### config.mk
export PLATFORM = sky130hd
export DESIGN_NAME = trng_word_collector
export DESIGN_NICKNAME = d
export VERILOG_FILES = /design/src/rtl/trng_word_collector_pkg.sv /design/src/rtl/trng_word_collector_vn_extractor.sv /design/src/rtl/trng_word_collector.sv
export SDC_FILE = /design/constraint.sdc
export NUM_CORES = 1
export LEC_CHECK = 0
export BUFFER_PORTS_ARGS = -buffer_cell sky130_fd_sc_hd__buf_2
export CAP_MARGIN = 20
export CORE_UTILIZATION = 62
export CTS_CLUSTER_DIAMETER = 120
export DETAILED_ROUTE_END_ITERATION = 10
export GPL_TIMING_DRIVEN = 0
export PLACE_DENSITY = 0.9
export SLEW_MARGIN = 20
export SYNTH_ARGS = -nofsm -noshare
export SYNTH_HDL_FRONTEND = slang
export SYNTH_SLANG_ARGS = --single-unit
export TNS_END_PERCENT = 100
### constraint.sdc
create_clock -name clk -period 6.2 [get_ports clk]
set_clock_uncertainty 0.15 [all_clocks]
set_input_delay 0.31 -clock clk [delete_from_list [all_inputs] [get_ports clk]]
set_output_delay 0.31 -clock clk [all_outputs]
set_load 0.02 [all_outputs]
### src/rtl/trng_word_collector_pkg.sv
// Shared types and default sizing for the TRNG word collector.
package trng_pkg;
  typedef enum logic {WAIT_A = 1'b0, WAIT_B = 1'b1} pair_st_e;

  localparam int DEF_WORD_W     = 8;
  localparam int DEF_SAMPLE_DIV = 4;
  localparam int DEF_REP_LIMIT  = 32;
endpackage

### src/rtl/trng_word_collector_vn_extractor.sv
// Sample divider, von Neumann pair extractor and repetition-count health test
// over the strobed raw entropy samples.
module vn_extractor
  import trng_pkg::*;
#(
  parameter int SAMPLE_DIV = DEF_SAMPLE_DIV,
  parameter int REP_LIMIT  = DEF_REP_LIMIT
) (
  input  logic clk,
  input  logic reset,
  input  logic i_clr,
  input  logic i_hold,
  input  logic i_raw,
  output logic o_emit,
  output logic o_bit,
  output logic o_fail_trip
);
  localparam int DW = (SAMPLE_DIV > 1) ? $clog2(SAMPLE_DIV) : 1;
  localparam int RW = $clog2(REP_LIMIT + 1);
  localparam logic [DW-1:0] DIV_LAST = DW'(SAMPLE_DIV - 1);
  localparam logic [RW-1:0] RUN_MAX  = RW'(REP_LIMIT);

  logic [DW-1:0] r_div;
  logic          w_strobe;
  pair_st_e      r_st, w_st_nxt;
  logic          r_a;
  logic [RW-1:0] r_run, w_run_nxt;
  logic          r_prev;

  assign w_strobe = (r_div == DIV_LAST);

  // Divider is free-running; health_clr deliberately leaves it alone.
  always_ff @(posedge clk) begin
    if (reset) r_div <= '0;
    else       r_div <= w_strobe ? '0 : r_div + 1'b1;
  end

  always_ff @(posedge clk) begin
    if (reset) begin
      r_st <= WAIT_A;
      r_a  <= 1'b0;
    end else begin
      r_st <= w_st_nxt;
      if (w_strobe && r_st == WAIT_A) r_a <= i_raw;
    end
  end

  always_comb begin
    w_st_nxt = r_st;
    if (i_clr || i_hold) w_st_nxt = WAIT_A;
    else if (w_strobe)   w_st_nxt = (r_st == WAIT_A) ? WAIT_B : WAIT_A;
  end

  always_comb begin
    o_emit = w_strobe && (r_st == WAIT_B) && (r_a != i_raw) && !i_clr && !i_hold;
    o_bit  = r_a;
  end

  // A zero run means no previous sample yet, so the first sample starts a run of one.
  always_comb begin
    if (r_run == '0 || i_raw != r_prev) w_run_nxt = RW'(1);
    else if (r_run == RUN_MAX)          w_run_nxt = r_run;
    else                                w_run_nxt = r_run + 1'b1;
  end

  always_ff @(posedge clk) begin
    if (reset) begin
      r_run  <= '0;
      r_prev <= 1'b0;
    end else if (i_clr) begin
      r_run  <= '0;
    end else if (w_strobe) begin
      r_run  <= w_run_nxt;
      r_prev <= i_raw;
    end
  end

  assign o_fail_trip = w_strobe && !i_clr && (w_run_nxt == RUN_MAX);
endmodule

### src/rtl/trng_word_collector.sv
// Packs von Neumann extracted bits into words, presents them on a valid/ready
// output register and keeps the sticky health-test failure flag.
module trng_word_collector
  import trng_pkg::*;
#(
  parameter int WORD_W     = DEF_WORD_W,
  parameter int SAMPLE_DIV = DEF_SAMPLE_DIV,
  parameter int REP_LIMIT  = DEF_REP_LIMIT
) (
  input  logic              clk,
  input  logic              reset,
  input  logic              raw_bit,
  output logic [WORD_W-1:0] rnd_data,
  output logic              rnd_valid,
  input  logic              rnd_ready,
  output logic              health_fail,
  input  logic              health_clr
);
  localparam int CW = $clog2(WORD_W + 1);
  localparam logic [CW-1:0] CNT_FULL = CW'(WORD_W);
  localparam logic [CW-1:0] CNT_LAST = CW'(WORD_W - 1);

  logic              w_emit_raw, w_bit, w_trip;
  logic              w_emit, w_accept, w_out_free;
  logic [WORD_W-1:0] w_word_nxt;
  logic [WORD_W-1:0] r_word, r_data;
  logic [CW-1:0]     r_cnt;
  logic              r_valid, r_fail;

  vn_extractor #(
    .SAMPLE_DIV(SAMPLE_DIV),
    .REP_LIMIT (REP_LIMIT)
  ) u_vn (
    .clk        (clk),
    .reset      (reset),
    .i_clr      (health_clr),
    .i_hold     (r_fail),
    .i_raw      (raw_bit),
    .o_emit     (w_emit_raw),
    .o_bit      (w_bit),
    .o_fail_trip(w_trip)
  );

  // A bit extracted on the tripping edge is already suspect, so drop it too.
  assign w_emit     = w_emit_raw && !w_trip;
  assign w_accept   = r_valid && rnd_ready;
  assign w_out_free = !r_valid || w_accept;
  assign w_word_nxt = {r_word[WORD_W-2:0], w_bit};

  always_ff @(posedge clk) begin
    if (reset) r_fail <= 1'b0;
    else       r_fail <= health_clr ? 1'b0 : (r_fail || w_trip);
  end

  always_ff @(posedge clk) begin
    if (reset) begin
      r_word  <= '0;
      r_cnt   <= '0;
      r_data  <= '0;
      r_valid <= 1'b0;
    end else begin
      if (w_accept) r_valid <= 1'b0;
      if (health_clr || r_fail || w_trip) begin
        r_word <= '0;
        r_cnt  <= '0;
      end else if (r_cnt == CNT_FULL) begin
        // Holding a finished word: further emits are discarded until it moves out.
        if (w_out_free) begin
          r_data  <= r_word;
          r_valid <= 1'b1;
          r_cnt   <= '0;
        end
      end else if (w_emit) begin
        if (r_cnt == CNT_LAST && w_out_free) begin
          r_data  <= w_word_nxt;
          r_valid <= 1'b1;
          r_cnt   <= '0;
        end else if (r_cnt == CNT_LAST) begin
          r_word  <= w_word_nxt;
          r_cnt   <= CNT_FULL;
        end else begin
          r_word  <= w_word_nxt;
          r_cnt   <= r_cnt + 1'b1;
        end
      end
    end
  end

  assign rnd_data    = r_data;
  assign rnd_valid   = r_valid;
  assign health_fail = r_fail;
endmodule
Word-level counts from Yosys, hierarchy flattened
Index checks and enable logic that the tools add are counted. Widths: inputs -> output; s select.

Register bits: 33. Input bits: 5. Output and inout bits: 10. Logic and storage cells: 74.

Add/sub/neg operators: 3. Equality and inequality tests: 8. Muxes and demuxes: 18. Bitwise operators: 5. Reductions and logical operators: 30.

Operators by type and width (count): $mux 8 (4); $mux 4 (5); $eq 6x6->1 const B (2); $mux 6 (2); $logic_and 1x1->1 (10); $reduce_or 2->1 (4); $mux 1 (7); $add 6x1->6 const B (1); $logic_not 6->1 (1); $logic_or 1x1->1 (5); $not 1->1 (5); $add 4x1->4 const B (1); $eq 4x3->1 const B (1); $eq 4x4->1 const B (1); $logic_not 1->1 (4); $reduce_and 2->1 (2); $reduce_and 4->1 (1); $reduce_bool 2->1 (2); $reduce_and 3->1 (1); $add 2x1->2 const B (1); $eq 2x2->1 const B (1); $ne 1x1->1 (2); $ne 2x2->1 const B (1).

Logic depth before layout (Yosys ltp)
Gate-level depths: netlist (run 1).

Depth in word-level cells: 10. Mapped depth: 10. Depth with buffers taken out: 8.

By module
From an unflattened synthesis (run 1), not the netlist that was laid out.

Cell total of the unflattened synthesis: 181. Area total of the unflattened synthesis: 1675.4 µm².

By module, submodules not included: trng_word_collector (times used 1, cells each 111, area each 1049.8 µm², sequential area each 440.4 µm²); vn_extractor (times used 1, cells each 70, area each 625.6 µm², sequential area each 220.2 µm²).

Least setup slack after synthesis (run 1)
OpenSTA, ideal clock, no wires.

Path type: flip-flop to flip-flop. From: register u_vn.r_run[0]. To: register r_cnt[2]. Setup time: 115 ps. Arrival time: 2101 ps. Required time: 5935 ps. Slack: 3834 ps. Stages on the path, launching flop included: 9. Buffers on the path: 1. Clock period less this slack: 2366 ps. Cell sequence: dfxtp_1 -> ha_1 -> xor2_1 -> a2111o_1 -> a32oi_1 -> and2_1 -> or3_1 -> buf_4 -> nor2_1.

Cells in the longest elaborated chain, start to end: 9. Elaborated cells between the ends (all ways): 14. Those cells by class: add/sub (1); eq/ne (2); mux (2); reduce/logical (9).

RTL lines: start: declaration (line trng_word_collector_vn_extractor.sv:27) `logic [RW-1:0] r_run, w_run_nxt;`; start signal: assignment (line trng_word_collector_vn_extractor.sv:73) `r_run <= w_run_nxt;`; $add 6x1->6, or another cell as far along (line trng_word_collector_vn_extractor.sv:63) `else w_run_nxt = r_run + 1'b1;`; $mux 6 / $logic_or 1x1->1 (equally long branches) (line trng_word_collector_vn_extractor.sv:62, trng_word_collector_vn_extractor.sv:61); $mux 6 * (line trng_word_collector_vn_extractor.sv:61) `if (r_run == '0 || i_raw != r_prev) w_run_nxt = RW'(1);`; $eq 6x6->1 * (line trng_word_collector_vn_extractor.sv:78) `assign o_fail_trip = w_strobe && !i_clr && (w_run_nxt == RUN_MAX);`; $logic_and 1x1->1 * (line trng_word_collector_vn_extractor.sv:78); $logic_not 1->1 (line trng_word_collector.sv:45) `assign w_emit = w_emit_raw && !w_trip;`; $logic_and 1x1->1 (line trng_word_collector.sv:45); $reduce_bool 2->1 (no line); $reduce_and 2->1 (no line); end signal: assignment (line trng_word_collector.sv:83) `r_cnt <= r_cnt + 1'b1;`; end: declaration (line trng_word_collector.sv:27) `logic [CW-1:0] r_cnt;`.

Mark *: on every way between the ends. The rest lies on a longest branch, timed or not. A chain may end at the register's enable or synchronous reset.

Worst setup path after layout (run 1)
From: register u_vn.r_run[0]. To: register r_word[0].

Cells in the longest elaborated chain, start to end: 8. Elaborated cells between the ends (all ways): 13. Those cells by class: add/sub (1); eq/ne (2); mux (2); reduce/logical (8).

RTL lines: $add 6x1->6, or another cell as far along (line trng_word_collector_vn_extractor.sv:63); $mux 6 / $logic_or 1x1->1 (equally long branches) (line trng_word_collector_vn_extractor.sv:62, trng_word_collector_vn_extractor.sv:61); $mux 6 * (line trng_word_collector_vn_extractor.sv:61); $eq 6x6->1 * (line trng_word_collector_vn_extractor.sv:78); $logic_and 1x1->1 * (line trng_word_collector_vn_extractor.sv:78); $logic_not 1->1 (line trng_word_collector.sv:45); $logic_and 1x1->1 (line trng_word_collector.sv:45); $reduce_and 3->1 (no line); end signal: assignment (line trng_word_collector.sv:79) `r_word <= w_word_nxt;`; end signal: assignment (line trng_word_collector.sv:82) `r_word <= w_word_nxt;`; end: declaration (line trng_word_collector.sv:26) `logic [WORD_W-1:0] r_word, r_data;`.

Marked as above.

==> results of run 1 <==
-- per-layer routing --
metal	routed length, microns	up-vias	global-route usage	part of all wire
met2	1950	70	0.492	0.50
met4	75	0	0.162	0.019
met1	1600	723	0.339	0.41
met5	0	-	0	0
met3	253	10	0.0861	0.065
li1	-	733	-	-
-- final cells by class --
type,instances,area (sq um)
multi-input cells,148,958
flip-flops and latches,33,661
fillers,176,639
repair buffers,13,65.1
clock buffers,6,51.3
plain buffers,8,50.0
clock inverters,2,37.5
well taps,30,37.5
inverters,6,22.5
-- registers in the layout, indices dropped and copies added (netlist names) --
name / count
rnd_data: 8
u_vn.r_div: 2
u_vn.r_st: 1
r_cnt: 4
health_fail: 1
r_word: 8
rnd_valid: 1
u_vn.r_run: 6
u_vn.r_prev: 1
u_vn.o_bit: 1
-- cell families (layout without fill, tap and decap cells) --
logic type / Yosys count / in the layout / share of synthesized area
buffers and inverters: 14 / 35 / 0.0429
DFF: 33 / 33 / 0.391
adders and majority gates: 5 / 5 / 0.0370
xor gates and xnor gates: 7 / 7 / 0.0362
AOI/OAI and AO/OA: 37 / 37 / 0.165
muxes: 10 / 10 / 0.0592
and+or+nand+nor: 89 / 89 / 0.269
-- cells in the mapped netlist, types with 3 or more instances --
master and count:
mux2i_1 10, o21ai_0 8, dfxtp_1 33, and3b_1 3
or3_1 3, nand2_1 27, ha_1 5, nor2b_1 3
a22oi_1 3, inv_1 6, nand3_1 3, xnor2_1 4
nor3_1 3, buf_4 3, a311oi_1 7, nor2_1 29
a21oi_1 5, a21oi_2 3, xor2_1 3
-- worst paths after layout --
kind         slack (ns)                       start                  endpoint  cells past startpoint
max                3.43  u_vn.r_run[0]$_SDFFE_PP0N_    r_word[0]$_SDFFE_PP0P_                      8
min                0.01                       reset  rnd_data[2]$_SDFFE_PP0P_                      2
max reg2reg        3.43  u_vn.r_run[0]$_SDFFE_PP0N_    r_word[0]$_SDFFE_PP0P_                      8
min reg2reg        0.29    u_vn.r_div[0]$_SDFF_PP0_  u_vn.r_div[0]$_SDFF_PP0_                      1
-- power by group --
part	total (mW)	internal, mW	leakage (nW)	switching (mW)
registers	0.216	0.214	0.266	0.00163
logic	0.0200	0.00736	0.340	0.0126
clock network	0.171	0.0958	0.0445	0.0754
total	0.407	0.318	0.651	0.0897
-- through the flow --
step	std cells	utilization	hold WS (ns)	cell area (sq um)	worst slack [ns]
3_3_place_gp	238	0.711	0.264	1790	3.56
3_5_place_dp	238	0.711	0.283	1790	3.52
6_report	246	0.747	0.0117	1880	3.43
4_1_cts	246	0.747	0.00727	1880	3.48
5_1_grt	246	0.747	0.0137	1880	3.28
2_1_floorplan	195	-	0.232	1690	3.83
==> flow_summary.toml, run 1 <==
[yosys]
sequential_share_of_the_synthesized_area = 0.391
synthesis.nets = 205
ys_async_sr_fraction = 0
synth_edf_count = 0
mean_area_per_synthesized_cell_sq_um = 8.67
yosys_warnings = 0
synth_largest_type_area_fraction = 0.391
synth_largest_area_cell = "dfxtp_1"
postSynthCellCount = 195
main_area_contributors_after_synthesis = "dfxtp_1 (39%), nor2_1 (6.4%), nand2_1 (6.0%), mux2i_1 (5.9%), ha_1 (3.7%)"
post_synth_design_cell_area_sq_um = 1690
synthFlopType = "dfxtp_1"
ys_ff_latch = 33
post_synth_num_cell_types = 46

[drt]
drt-total-wl_mm = 3.88
wl_per_cell_microns = 15.8
final_antenna_violating_net_count = 0
vias = 1536
viasPerCell = 6.24
remaining_drc_errors = 0
drt_iter0_markers = 89
drt_first_pass_iters = 5

[grt]
grt_first_pass_wirelength_mm = 6.09
grt_pass1_vias = 1398
grt-ovfl-total = 0
grt_antenna_before_repair = 0
grt_usage = 0.296
largest_net_degree_at_the_start_of_global_routing = 12

[sta]
report.final.slew_viol_count = 0
layout_min_cycle_time_ns = 2.77
final-hold-violation-count = 0
setup-tns-final_ns = 0
maximum_clock_frequency_ghz = 0.361
rsz0062_at_grt = "no"
finalSetupViolCount = 0
timing_worst_slew_pin_value_ns = 0.649
worst_slew_margin_rel = 0.568
timing.final.crit_share = 0.447

[power]
power.total_uw = 407
ir_worst_vdd_mv = 0.227
p_per_area_nw_per_um2 = 216
p_leak_nw = 0.651

[clocking]
worst_setup_hold_path_clk_slew_ns = 0.12
hold_fix_buffers_cts = 0
cts_sinks = 33
cts_resized = 0
post-cts-setup-buffers = 0
clk_path_buf_depth = 2
clock_latency_ns = 0.35
tritoncts = "built"
clock_tree.root_cell = "clkbuf_4"
total_number_of_h_tree_levels = 2
tritoncts.num_buffers = 5

[placed_design]
gp_congestion = 0.809
place_hpwl_mm = 2.75
port_buffers = 13

[worst_setup_path]
arrival_ns = 2.85
crit_path_max_fanout = 10
crit_path_end_kind = "flip-flop"
worst_path_max_delay_cell = "a32oi_1"
cp_top_family = "compound AO/OA/AOI/OAI gates"
setup.worst_path.start_class = "flip-flop"
timing.critical_path.required_ns = 6.29
critical_path_class = "flip-flop to flip-flop"
cp_slowest_stage_delay_ns = 0.51
cp_cell_sequence = "ha_1 -> xor2_1 -> a2111o_1 -> a32oi_1 -> and2_1 -> or3_1 -> buf_4 -> nor2_1"
path_buf_inv = 1

[final_layout]
drive_gt1_frac = 0.167
synth_to_final_area_change_pct = 11.3
mostFrequentLayoutCell = "dfxtp_1"
nets = 225
inserted_diodes = 0
mostFrequentLayoutCells = "dfxtp_1 (33), nor2_1 (29), nand2_1 (27)"

[floorplan]
die_x_microns = 54.2
die-area_sq_um = 2940
io-pin-count = 15
standard_cell_row_count = 18
floorplan.initialDensity = 0.671
die_y_microns = 54.2
fp.coreArea_sq_um = 2520

[status]
outcome = "complete, no violations"

[run]
drv_cap = 0

[worst_hold_path]
hold_path_class = "input port to flip-flop"
(Power assumes the default switching activity.)
==> run 2, diff against run 1 <==
Settings changed: ABC_AREA from default to 1, CORE_UTILIZATION 62 to 58, PLACE_DENSITY 0.9 to 0.85.
Clock period 6.2 ns to 2.9 ns, I/O delays scaled along.
==> flow_summary.toml, run 2 <==
[grt]
grt_antenna_before_repair = 0
globalRouteMet1Util = 0.303
routing_layer_with_the_top_usage_in_global_route = "met2"
grt_first_pass_wirelength_mm = 5.75
largest_net_degree_at_the_start_of_global_routing = 11
grt-ovfl-total = 0
grt_pass1_vias = 1365
met2_track_demand_over_resource = 0.357
global_route.usage.met3 = 0.0530
grt_usage = 0.229

[power]
power.total_uw = 881
p_int_uw = 686
p_leak_nw = 0.867
p_switching_uw = 194
p_seq_frac = 0.528
clock_power_share = 0.411
combinationalPowerShare = 0.060
netSwitchingFraction = 0.221
ir_worst_vdd_mv = 0.382
p_per_area_nw_per_um2 = 453

[floorplan]
fp.coreArea_sq_um = 2780
die-area_sq_um = 3170
die_y_microns = 56.3
die_x_microns = 56.3
floorplan.initialDensity = 0.615
io-pin-count = 15
standard_cell_row_count = 19

[yosys]
synth_largest_type_area_fraction = 0.386
synth_largest_area_cell = "dfxtp_1"
yosys_warnings = 0
mean_area_per_synthesized_cell_sq_um = 7.04
synthesis.nets = 253
synth_edf_count = 0
ys_ff_latch = 33
sequential_share_of_the_synthesized_area = 0.386
post_synth_num_cell_types = 31
main_area_contributors_after_synthesis = "dfxtp_1 (39%), nand2_1 (10%), nor2_1 (7.2%), inv_1 (6.8%), o21ai_0 (5.3%)"
ys_async_sr_fraction = 0
yosys-top-cells-count = "nand2_1 (46), dfxtp_1 (33), nor2_1 (33), inv_1 (31), o21ai_0 (18)"
synth.most_common_cell = "nand2_1"
post_synth_design_cell_area_sq_um = 1710
postSynthCellCount = 243
synthFlopType = "dfxtp_1"

[worst_setup_path]
setup.worst_path.start_class = "flip-flop"
arrival_ns = 2.36
crit_path_end_kind = "flip-flop"
critical_path_class = "flip-flop to flip-flop"
crit_path_max_fanout = 10
timing.critical_path.required_ns = 2.98

[sta]
rsz0062_at_grt = "no"
report.final.slew_viol_count = 0
final-hold-violation-count = 0
timing_worst_slew_pin_value_ns = 0.561
setup-tns-final_ns = 0
timing.final.crit_share = 0.784
worst_slew_margin_rel = 0.624
maximum_clock_frequency_ghz = 0.440
finalSetupViolCount = 0
layout_min_cycle_time_ns = 2.27

[final_layout]
synth_to_final_area_change_pct = 13.7
mostFrequentLayoutCells = "nand2_1 (46), nor2_1 (33), dfxtp_1 (33)"
nets = 278
final_core_utilization = 0.700
final_area_sq_um = 1950
inserted_diodes = 0
drive_gt1_frac = 0.171
layout.filler_cells = 236
mostFrequentLayoutCell = "nand2_1"

[clocking]
tritoncts = "built"
tritoncts.num_buffers = 5
clk_path_buf_depth = 2
clock_latency_ns = 0.33
post-cts-setup-buffers = 0
total_number_of_h_tree_levels = 2
cts_sinks = 33
clock_tree.root_cell = "clkbuf_4"
worst_setup_hold_path_clk_slew_ns = 0.10

[drt]
drt_first_pass_iters = 4
viasPerCell = 5.19
wl_per_cell_microns = 11.0
drt_iter0_markers = 48
drt-total-wl_mm = 3.31
final_antenna_violating_net_count = 0
remaining_drc_errors = 0
vias = 1557

[placed_design]
place_hpwl_mm = 2.32
gp_congestion = 0.888
placement.cell_area_sq_um = 1820
port_buffers = 14

[status]
outcome = "complete, no violations"

[worst_hold_path]
hold_path_class = "flip-flop to flip-flop"

[run]
drv_cap = 0
-- run 2: cell types whose count changed after synthesis, sizes merged, moves of 9 or more --
cell and change:
a21oi +9, inv +28, mux2i -10, nand2 +24, nor2 +12, o21ai +18
-- run 2: area by class of cell --
cell class	instances	area, sq um	share of cell area
repair buffers	18	110	0.0566
plain buffers	5	30.0	0.0154
flip-flops and latches	33	661	0.340
clock inverters	1	30.0	0.0154
clock buffers	7	55.1	0.0283
inverters	36	135	0.0695
multi-input cells	169	886	0.455
well taps	31	38.8	0.0199
-- run 2: path summary, 6_finish.rpt --
| kind | depth (start not counted) | slack, ns | end | startpoint |
|---|---|---|---|---|
| max | 15 | 0.63 | rnd_data[6]$_SDFFE_PP0P_ | u_vn.r_run[0]$_SDFFE_PP0N_ |
| min | 1 | 0.31 | u_vn.r_div[0]$_SDFF_PP0_ | u_vn.r_div[0]$_SDFF_PP0_ |
| max reg2reg | 15 | 0.63 | rnd_data[6]$_SDFFE_PP0P_ | u_vn.r_run[0]$_SDFFE_PP0N_ |
| min reg2reg | 1 | 0.31 | u_vn.r_div[0]$_SDFF_PP0_ | u_vn.r_div[0]$_SDFF_PP0_ |
-- run 2: power by group through the flow --
stage | logic, mW | clock network (mW) | registers, mW
final | 0.0529 | 0.362 | 0.466
after global routing | 0.0605 | 0.380 | 0.466
after CTS | 0.0518 | 0.360 | 0.465
after detailed placement | 0.0473 | 0 | 0.475
after global placement | 0.0461 | 0 | 0.475
after floorplan | 0.0346 | 0 | 0.474
-- run 2: kinds of logic after synthesis --
logic type,after synthesis,synth area share
buffers and inverters,41,0.0965
AND/OR/NAND/NOR,113,0.315
adder cells (fa/ha/maj),5,0.0365
AO/OA/AOI/OAI,47,0.145
XOR/XNOR,4,0.0205
flip-flops,33,0.386
-- run 2: per-layer routing --
metal | routed length (microns) | vias to the layer above
met2 | 1490 | 32
met4 | 52 | 0
met1 | 1650 | 687
met3 | 115 | 8
li1 | - | 830
met5 | 0 | -
-- run 2: critical path, cell delays in order, from the launching register on --
cell	delay, ns
dfxtp_1	0.42
inv_1	0.08
ha_1	0.25
nand4_1	0.12
nand2_2	0.11
inv_2	0.09
nand3_1	0.11
nor2_2	0.15
nand3_4	0.12
nand3_2	0.10
nand2_4	0.08
nand2_4	0.11
buf_6	0.15
nand2_1	0.05
nand2_1	0.05
nor2_1	0.04
-- run 2: repair_timing --
item,CTS,global route
hold buffers,4,0
resized for setup,0,0
hold endpoints to repair,5,0
-- run 2: through the flow --
stage | hold WS [ns] | cells | setup slack, ns
floorplan | 0.0661 | 243 | 0.887
global placement | 0.256 | 288 | 0.678
detailed placement | 0.271 | 288 | 0.673
CTS | 0.294 | 300 | 0.625
global route | 0.336 | 300 | 0.380
finish | 0.306 | 300 | 0.627
==> run 3, diff against run 2 <==
Settings changed: ABC_AREA 1 to 0, CORE_UTILIZATION 58 to 52, PLACE_DENSITY 0.85 to 0.81.
Clock period 2.9 ns to 1.9 ns, I/O delays scaled along.
==> flow_summary.toml, run 3 (synthesized netlist as in run 1, its figures left out) <==
[sta]
rsz0062_at_grt = "yes"
final-hold-violation-count = 0
worst_hold_slack_after_final_layout_ns = 0.0768
timing.final.crit_share = 1.20
final_critical_path_setup_slack_ns = -0.377
layout_min_cycle_time_ns = 2.28
finalSetupViolCount = 22
report.final.slew_viol_count = 0
maximum_clock_frequency_ghz = 0.439
timing_worst_slew_pin_value_ns = 0.574
worst_slew_margin_rel = 0.617

[placed_design]
gp_congestion = 0.880
place_hpwl_mm = 2.37
port_buffers = 13
dp_cell_count = 252

[final_layout]
mostFrequentLayoutCell = "nand2_1"
mostFrequentLayoutCells = "nand2_1 (26), dfxtp_1 (25), nor2_1 (22)"
nets = 245
synth_to_final_area_change_pct = 34.4
inserted_diodes = 0
drive_gt1_frac = 0.366
final_cells = 279

[clocking]
worst_setup_hold_path_clk_slew_ns = 0.10
cts_sinks = 33
clock_tree.root_cell = "clkbuf_4"
clock_latency_ns = 0.32
total_number_of_h_tree_levels = 2
tritoncts.num_buffers = 5
clk_path_buf_depth = 2
tritoncts = "built"

[floorplan]
die_x_microns = 59.0
die_y_microns = 59.0
standard_cell_row_count = 20
floorplan.initialDensity = 0.550
io-pin-count = 15
fp.coreArea_sq_um = 3080
die-area_sq_um = 3490

[worst_setup_path]
crit-reg2reg-launch = "r_cnt[1]$_SDFFE_PP0P_"
crit_path_end_kind = "flip-flop"
crit_path_max_fanout = 5
capture_instance_of_the_worst_register_to_register_path = "rnd_data[2]$_SDFFE_PP0P_"
setup.worst_path.start_class = "flip-flop"
critical_path_class = "flip-flop to flip-flop"
timing.critical_path.required_ns = 1.99
r2r_cells = 10
arrival_ns = 2.36
r2r_setup_slack_ns = -0.38

[worst_hold_path]
whs_endpoint = "u_vn.r_prev$_SDFFE_PP0P_"
hold_path.startpoint = "health_clr"
hold_path_class = "input port to flip-flop"
hold_path_depth = 4

[grt]
grt_usage = 0.264
grt_antenna_before_repair = 0
grt-ovfl-total = 0
grt_pass1_vias = 1495
grt_first_pass_wirelength_mm = 6.82
largest_net_degree_at_the_start_of_global_routing = 11

[drt]
drt_iter0_markers = 72
remaining_drc_errors = 0
drt_first_pass_iters = 4
vias = 1568
wl_per_cell_microns = 14.6
drt-total-wl_mm = 4.07
viasPerCell = 5.62
final_antenna_violating_net_count = 0

[status]
outcome = "finished with violations"
violations_in_the_final_reports = "negative setup slack"

[power]
ir_worst_vdd_mv = 0.500
p_per_area_nw_per_um2 = 502
p_leak_nw = 0.789

[run]
drv_cap = 0
==> run 3: cell types whose count changed in the layout (fill, tap and decap cells not counted), sizes merged, moves of 5 or more <==
cell,before,now
nand2,51,27
inv,34,6
mux2i,0,10
buf,18,36
a311oi,0,8
a21oi,17,8
o21ai,26,8
nand3,9,4
nor2,41,29
==> run 3: cell type report <==
| cell class | count | area (sq um) |
|---|---|---|
| multi-input combinational | 148 | 1130 |
| fill | 219 | 805 |
| sequential | 33 | 681 |
| timing repair buffer | 34 | 278 |
| buffer | 7 | 56.3 |
| tap | 44 | 55.1 |
| clock buffer | 6 | 41.3 |
| inverter | 6 | 30.0 |
| clock inverter | 1 | 5.00 |
==> run 3: how the worst max path moves through the flow <==
stage | start | end | slack (ns)
floorplan | u_vn.r_run[2]$_SDFFE_PP0N_ | r_cnt[1]$_SDFFE_PP0P_ | -0.25
finish | r_cnt[1]$_SDFFE_PP0P_ | rnd_data[2]$_SDFFE_PP0P_ | -0.38
global placement | r_cnt[1]$_SDFFE_PP0P_ | rnd_data[6]$_SDFFE_PP0P_ | -0.42
detailed placement | r_cnt[1]$_SDFFE_PP0P_ | rnd_data[6]$_SDFFE_PP0P_ | -0.45
CTS | u_vn.r_run[1]$_SDFFE_PP0N_ | r_cnt[1]$_SDFFE_PP0P_ | -0.32
global route | u_vn.r_run[1]$_SDFFE_PP0N_ | r_word[2]$_SDFFE_PP0P_ | -0.45
==> run 3: metrics by stage <==
stage / worst slack [ns] / setup TNS [ns] / cell area, sq um / utilization / total power, mW
after detailed placement: -0.454 / -7.62 / 1910 / 0.622 / 0.784
final: -0.377 / -7.12 / 2270 / 0.739 / 1.14
after global placement: -0.422 / -7.38 / 1910 / 0.622 / 0.782
after CTS: -0.321 / -6.28 / 2210 / 0.717 / 1.14
after floorplan: -0.250 / -4.76 / 1790 / - / 0.765
after global routing: -0.451 / -8.99 / 2270 / 0.739 / 1.20
==> run 3: report_power, final <==
part	switching, mW	internal (mW)	total (mW)
Sequential	0.00829	0.695	0.703
Combinational	0.0438	0.0368	0.0806
Clock	0.221	0.136	0.358
==> run 3: repair_timing <==
item | CTS | global route
resized for setup | 26 | 11
pin swaps | 15 | 11
setup endpoints to repair | 22 | 23
hold buffers | 3 | 0
gates cloned | 1 | 0
hold endpoints to repair | 6 | 0
buffers inserted | 13 | 4
==> run 3: critical path: stages (launching register included) <==
cell,delay (ns)
dfxtp_4,0.38
inv_4,0.06
ha_4,0.12
and3b_1,0.17
buf_6,0.11
a31oi_2,0.04
or4_4,0.45
a21oi_4,0.27
buf_6,0.16
nor2_1,0.05
a311oi_2,0.23
==> run 3: per-layer routing <==
metal	vias up	part of all wire	global-route usage	wire [microns]
li1	768	-	-	-
met1	746	0.47	0.354	1910
met2	48	0.47	0.420	1910
met3	6	0.049	0.0502	201
met4	0	0.012	0.105	48
met5	-	0	0	0
